===== config.mk =====
export PLATFORM = sky130hd
export DESIGN_NAME = muldiv_unit_flat
export DESIGN_NICKNAME = d
export VERILOG_FILES = /design/src/rtl/muldiv_unit_if.sv /design/src/rtl/muldiv_unit.sv /design/src/flat_wrapper.sv
export SDC_FILE = /design/constraint.sdc
export NUM_CORES = 1
export LEC_CHECK = 0
export CAP_MARGIN = 10
export CORE_UTILIZATION = 50
export CTS_BUF_LIST = sky130_fd_sc_hd__clkbuf_8
export DETAILED_ROUTE_END_ITERATION = 6
export GPL_TIMING_DRIVEN = 0
export PLACE_DENSITY = 0.75
export SYNTH_ARGS = -nofsm -noshare
export SYNTH_HDL_FRONTEND = slang
export SYNTH_SLANG_ARGS = --single-unit
export TNS_END_PERCENT = 10

===== constraint.sdc =====
create_clock -name clk -period 14.8 [get_ports clk]
set_input_delay 1.48 -clock clk [delete_from_list [all_inputs] [get_ports clk]]
set_output_delay 1.48 -clock clk [all_outputs]
set_load 0.005 [all_outputs]

===== src/rtl/muldiv_unit_if.sv =====
// Operand/result bundle between the execute stage and muldiv_unit.
// The master drives the request; the slave (the unit) returns status and the {HI,LO} result.
interface muldiv_unit_if #(
    parameter int WIDTH = 32
);
    logic                   start;
    logic [1:0]             op;
    logic [WIDTH-1:0]       busA;
    logic [WIDTH-1:0]       busB;
    logic                   busy;
    logic                   multWe;
    logic [2*WIDTH-1:0]     busmult;

    modport master (
        output start, op, busA, busB,
        input  busy, multWe, busmult
    );

    modport slave (
        input  start, op, busA, busB,
        output busy, multWe, busmult
    );
endinterface


===== src/rtl/muldiv_unit.sv =====
// Iterative MIPS mult/multu/div/divu unit producing {HI,LO} with a one-cycle multWe strobe.
// Define MULDIV_FAST_MULT_EN to finish mult/multu in a single RUN cycle with a combinational multiplier.
module muldiv_unit #(
    parameter int WIDTH = 32
) (
    input  logic           clk,
    input  logic           rst,
    muldiv_unit_if.slave   bus
);
    localparam int CW = $clog2(WIDTH);

    typedef enum logic [1:0] {IDLE, RUN, DONE} state_t;

    state_t               state_q, state_d;
    logic [CW-1:0]        count_q, count_d;
    logic [1:0]           op_q, op_d;
    logic [WIDTH-1:0]     opnd_q, opnd_d;
    logic [WIDTH-1:0]     acc_q, acc_d;
    logic [WIDTH-1:0]     work_q, work_d;
    logic                 neg_lo_q, neg_lo_d;
    logic                 neg_hi_q, neg_hi_d;
    logic [2*WIDTH-1:0]   busmult_q, busmult_d;

    logic                 sign_a, sign_b;
    logic [WIDTH-1:0]     mag_a, mag_b;
    logic [WIDTH:0]       mul_sum;
    logic [WIDTH:0]       div_shift;
    logic [WIDTH-1:0]     div_diff;
    logic                 div_ge;
    logic [WIDTH-1:0]     step_hi, step_lo;
    logic [2*WIDTH-1:0]   result;
    logic                 fast_done;
`ifdef MULDIV_FAST_MULT_EN
    logic [2*WIDTH-1:0]   fast_prod;
`endif

    always_ff @(posedge clk) begin
        if (rst) begin
            state_q   <= IDLE;
            count_q   <= '0;
            op_q      <= '0;
            opnd_q    <= '0;
            acc_q     <= '0;
            work_q    <= '0;
            neg_lo_q  <= 1'b0;
            neg_hi_q  <= 1'b0;
            busmult_q <= '0;
        end else begin
            state_q   <= state_d;
            count_q   <= count_d;
            op_q      <= op_d;
            opnd_q    <= opnd_d;
            acc_q     <= acc_d;
            work_q    <= work_d;
            neg_lo_q  <= neg_lo_d;
            neg_hi_q  <= neg_hi_d;
            busmult_q <= busmult_d;
        end
    end

    always_comb begin
        state_d   = state_q;
        count_d   = count_q;
        op_d      = op_q;
        opnd_d    = opnd_q;
        acc_d     = acc_q;
        work_d    = work_q;
        neg_lo_d  = neg_lo_q;
        neg_hi_d  = neg_hi_q;
        busmult_d = busmult_q;
        fast_done = 1'b0;

        sign_a = ~bus.op[0] & bus.busA[WIDTH-1];
        sign_b = ~bus.op[0] & bus.busB[WIDTH-1];
        mag_a  = sign_a ? -bus.busA : bus.busA;
        mag_b  = sign_b ? -bus.busB : bus.busB;

        // Multiply: acc holds the running upper half, work shifts the multiplier out and the product low bits in.
        mul_sum = {1'b0, acc_q} + (work_q[0] ? {1'b0, opnd_q} : '0);
        // Divide: acc is the partial remainder, work shifts the dividend out and quotient bits in.
        div_shift = {acc_q, work_q[WIDTH-1]};
        div_ge    = div_shift >= {1'b0, opnd_q};
        div_diff  = div_shift[WIDTH-1:0] - opnd_q;

        if (op_q[1]) begin
            step_hi = div_ge ? div_diff : div_shift[WIDTH-1:0];
            step_lo = {work_q[WIDTH-2:0], div_ge};
        end else begin
            step_hi = mul_sum[WIDTH:1];
            step_lo = {mul_sum[0], work_q[WIDTH-1:1]};
        end
`ifdef MULDIV_FAST_MULT_EN
        fast_prod = {{WIDTH{1'b0}}, opnd_q} * {{WIDTH{1'b0}}, work_q};
        if (!op_q[1]) begin
            {step_hi, step_lo} = fast_prod;
            fast_done = 1'b1;
        end
`endif

        if (op_q[1]) begin
            result = {neg_hi_q ? -step_hi : step_hi, neg_lo_q ? -step_lo : step_lo};
        end else begin
            result = neg_lo_q ? -{step_hi, step_lo} : {step_hi, step_lo};
        end

        case (state_q)
            RUN: begin
                acc_d  = step_hi;
                work_d = step_lo;
                if (count_q != '0) begin
                    count_d = count_q - CW'(1);
                end
                if (count_q == '0 || fast_done) begin
                    state_d   = DONE;
                    busmult_d = result;
                end
            end
            default: begin
                state_d = IDLE;
                if (bus.start) begin
                    state_d = RUN;
                    op_d    = bus.op;
                    acc_d   = '0;
                    count_d = CW'(WIDTH - 1);
                    if (bus.op[1]) begin
                        // Divide by zero must keep a positive all-ones quotient, so no quotient negation then.
                        work_d   = mag_a;
                        opnd_d   = mag_b;
                        neg_lo_d = (sign_a ^ sign_b) & (|bus.busB);
                        neg_hi_d = sign_a;
                    end else begin
                        work_d   = mag_b;
                        opnd_d   = mag_a;
                        neg_lo_d = sign_a ^ sign_b;
                        neg_hi_d = 1'b0;
                    end
                end
            end
        endcase
    end

    assign bus.busy    = (state_q == RUN);
    assign bus.multWe  = (state_q == DONE);
    assign bus.busmult = busmult_q;
endmodule

===== src/flat_wrapper.sv =====
// flat-port wrapper written by rule: the top's interface ports become plain ports
module muldiv_unit_flat 
#(
    parameter int WIDTH = 32
)
  (clk, rst, bus_start, bus_op, bus_busA, bus_busB, bus_busy, bus_multWe, bus_busmult);
  muldiv_unit_if #(.WIDTH(WIDTH)) bus_i ();
  input  logic clk;
  input  logic rst;
  input wire logic [$bits(bus_i.start)-1:0] bus_start;
  input wire logic [$bits(bus_i.op)-1:0] bus_op;
  input wire logic [$bits(bus_i.busA)-1:0] bus_busA;
  input wire logic [$bits(bus_i.busB)-1:0] bus_busB;
  output wire logic [$bits(bus_i.busy)-1:0] bus_busy;
  output wire logic [$bits(bus_i.multWe)-1:0] bus_multWe;
  output wire logic [$bits(bus_i.busmult)-1:0] bus_busmult;
  assign bus_i.start = bus_start;
  assign bus_i.op = bus_op;
  assign bus_i.busA = bus_busA;
  assign bus_i.busB = bus_busB;
  assign bus_busy = bus_i.busy;
  assign bus_multWe = bus_i.multWe;
  assign bus_busmult = bus_i.busmult;
  muldiv_unit #(.WIDTH(WIDTH)) u_core (.clk(clk), .rst(rst), .bus(bus_i));
endmodule

==> metrics.cfg <==
[drt]
vias=18259
wire_per_inst_um=23.6
drc=0
ant_nets=0
drt_wl_total_mm=66.1
firstDrtPassIters=6
first_iter_violations=1817
drt-vias-per-instance=6.53

[critical_path]
reg2reg_from=u_core.op_q[1]
worst_setup_path_start_kind=flip-flop
critPathLaunch=u_core.op_q[1]
worstPathArrival_ns=7.66
critPathMaxFanout=10
end_kind=flip-flop
critPathKind=flip-flop to flip-flop
cp.required_ns=15.20

[die]
initial_utilization=0.514
die_x_um=180
die_y_um=180
dieArea_um2=32500
num_io_pins=135
std_cell_rows=64
core_area_um2=30900

[sta]
layout_setup_ws_ns=7.54
max_slew.worst_pin.slew_ns=1.30
drv_slew=0
fin_tns_setup_ns=0
final_hold_viol_count=0
rsz0062_at_grt=no
timing.fmax_mhz=138
setup_viol=0
fin_skew_ns=0.0236
slew-limit-headroom=0.131
timing.final.crit_share=0.490
period_minus_slack_ns=7.26

[clocking]
cts_hold_buffers=0
cts-htree-levels=4
cts_buffer_depth=2
cts_buffers=17
cts-root-buf=clkbuf_8
cts_tree=done
cts_resized=0
cts_setup_buffers=0
clk_pin_slew_ns=0.11
clock_sinks=170
insertion_delay_ns=0.53

[synth]
async_flop_share=0
netlist_area_um2=15900
synth-seq-cells=170
netlist.area_leader.share=0.214
synth_fp_nets=2376
yosysTopAreaCell=dfxtp_1
ys_top_cells_by_area=dfxtp_1 21%, a21oi_1 7.5%, nand2_1 6.6%
synth_cell_types=102
seq_area_frac_synth=0.214
synth-edff-count=0
syn_inst=2235
synth_ff_type=dfxtp_1
yosys_warnings=0
postSynthAreaPerCell_um2=7.10

[global_route]
grt_max_degree=18
grt_pass1_vias=16993
grt_pass1_wl_mm=100
antenna_found_initial=0
grtUsageTotal=0.401
gr-total-overflow=0

[cells_and_area]
layout.cells.most_common=nand2_1
drive_gt1_frac=0.0504
multi_input_area_um2=11600
fillers=3051
layout_common_cells=281 x nand2_1, 238 x a21oi_1, 186 x nor2_1, 170 x dfxtp_1, 133 x clkdlybuf4s50_1
finalCoreUtilization=0.585
fin_nets=2530
num_antenna_cells=0
regArea_um2=3400
area_growth_pct=13.9

[placed_design]
pre_cts_slack_ns=7.90
gp_congestion=1.03
numPortBuffers=133
place_hpwl_mm=53.2

[run_status]
status=complete, no violations

[pwr]
ir_worst_vdd_uv=71.6
p_per_area_nw_per_um2=83.2
p_leak_nw=6.86

[hold_path]
hp-class=flip-flop to flip-flop
hold_start=u_core.bus.busmult[31]

[job]
maxCapViolCount=0

[critical path: stages, from the launching register on]
cell      delay [ns]
dfxtp_1         0.32
buf_2           0.22
buf_2           0.31
buf_2           0.36
buf_1           0.68
clkbuf_1        0.64
buf_1           0.59
clkbuf_1        0.66
buf_1           0.66
a21oi_1         0.18
inv_1           0.10
ha_1            0.22
nand2_1         0.09
or3_1           0.34
o21ai_0         0.08
mux2i_1         0.17
or2_2           0.38
nor3_4          0.42
nand4_1         0.16
nor4_1          0.30
or4_1           0.18
nand3_1         0.06
[sequential cells by signal, summed over array words and instances (netlist names)]
name and count:
u_core.state_q 2, u_core.bus.busmult 64, u_core.neg_hi_q 1, u_core.opnd_q 32, u_core.acc_q 32, u_core.count_q 5, u_core.neg_lo_q 1, u_core.op_q 1
u_core.work_q 32
[routing by layer]
metal | part of all wire | track usage | up-vias
met5 | 0 | 0 | -
met4 | 0.060 | 0.224 | 0
met3 | 0.088 | 0.0631 | 184
met2 | 0.44 | 0.637 | 952
met1 | 0.41 | 0.517 | 8674
li1 | - | - | 8449
[cell type report]
class	count	area share
multi-input cells	1835	0.639
flip-flops and latches	170	0.188
repair buffers	135	0.0741
plain buffers	147	0.0331
well taps	396	0.0274
inverters	83	0.0172
clock buffers	18	0.0137
clock inverters	13	0.00692
[logic make-up (layout without fill, tap and decap cells)]
kind of cell,Yosys count,count (layout),share of synthesized area
xor gates and xnor gates,131,131,0.0723
muxes,60,60,0.0389
and+or+nand+nor,845,845,0.258
DFF,170,170,0.214
AOI/OAI and AO/OA,727,727,0.301
buffers and inverters,230,396,0.0574
adders and majority gates,72,72,0.0577
[report_power, final]
part,switching (mW),internal (mW)
sequential,0.0344,0.485
clock,0.212,0.127
combinational,0.422,0.224
total,0.668,0.837
[synth_stat cells (17+ instances only)]
library cell and n:
a211oi_1 90, a21o_1 34, a21oi_1 238, a31oi_1 37, and2_1 39, and3_1 20, clkbuf_1 112, dfxtp_1 170
ha_1 70, inv_1 81, mux2i_1 46, nand2_1 281, nand2b_1 21, nand3_1 65, nand4_1 27, nor2_1 186
nor2b_1 29, nor3_1 72, nor4_1 18, o211ai_1 44, o21a_1 17, o21ai_0 117, o31ai_1 17, or3_1 22
xnor2_1 80, xor2_1 51
[path summary, 6_finish.rpt]
path         slack [ns]  cells past startpoint                     end
max                7.54                     21  u_core.bus.busmult[62]
min                0.46                      2  u_core.bus.busmult[31]
max reg2reg        7.54                     21  u_core.bus.busmult[62]
min reg2reg        0.46                      2  u_core.bus.busmult[31]
[per-stage QoR]
stage	area (µm²)	hold WS, ns	cells	total power [mW]
2_1_floorplan	15900	0.440	2235	0.930
3_3_place_gp	17700	0.441	2764	1.14
3_5_place_dp	17700	0.445	2766	1.15
4_1_cts	18100	0.463	2797	1.48
5_1_grt	18100	0.480	2797	1.57
6_report	18100	0.461	2797	1.51
Note: power is estimated with default switching activity, not from simulation.
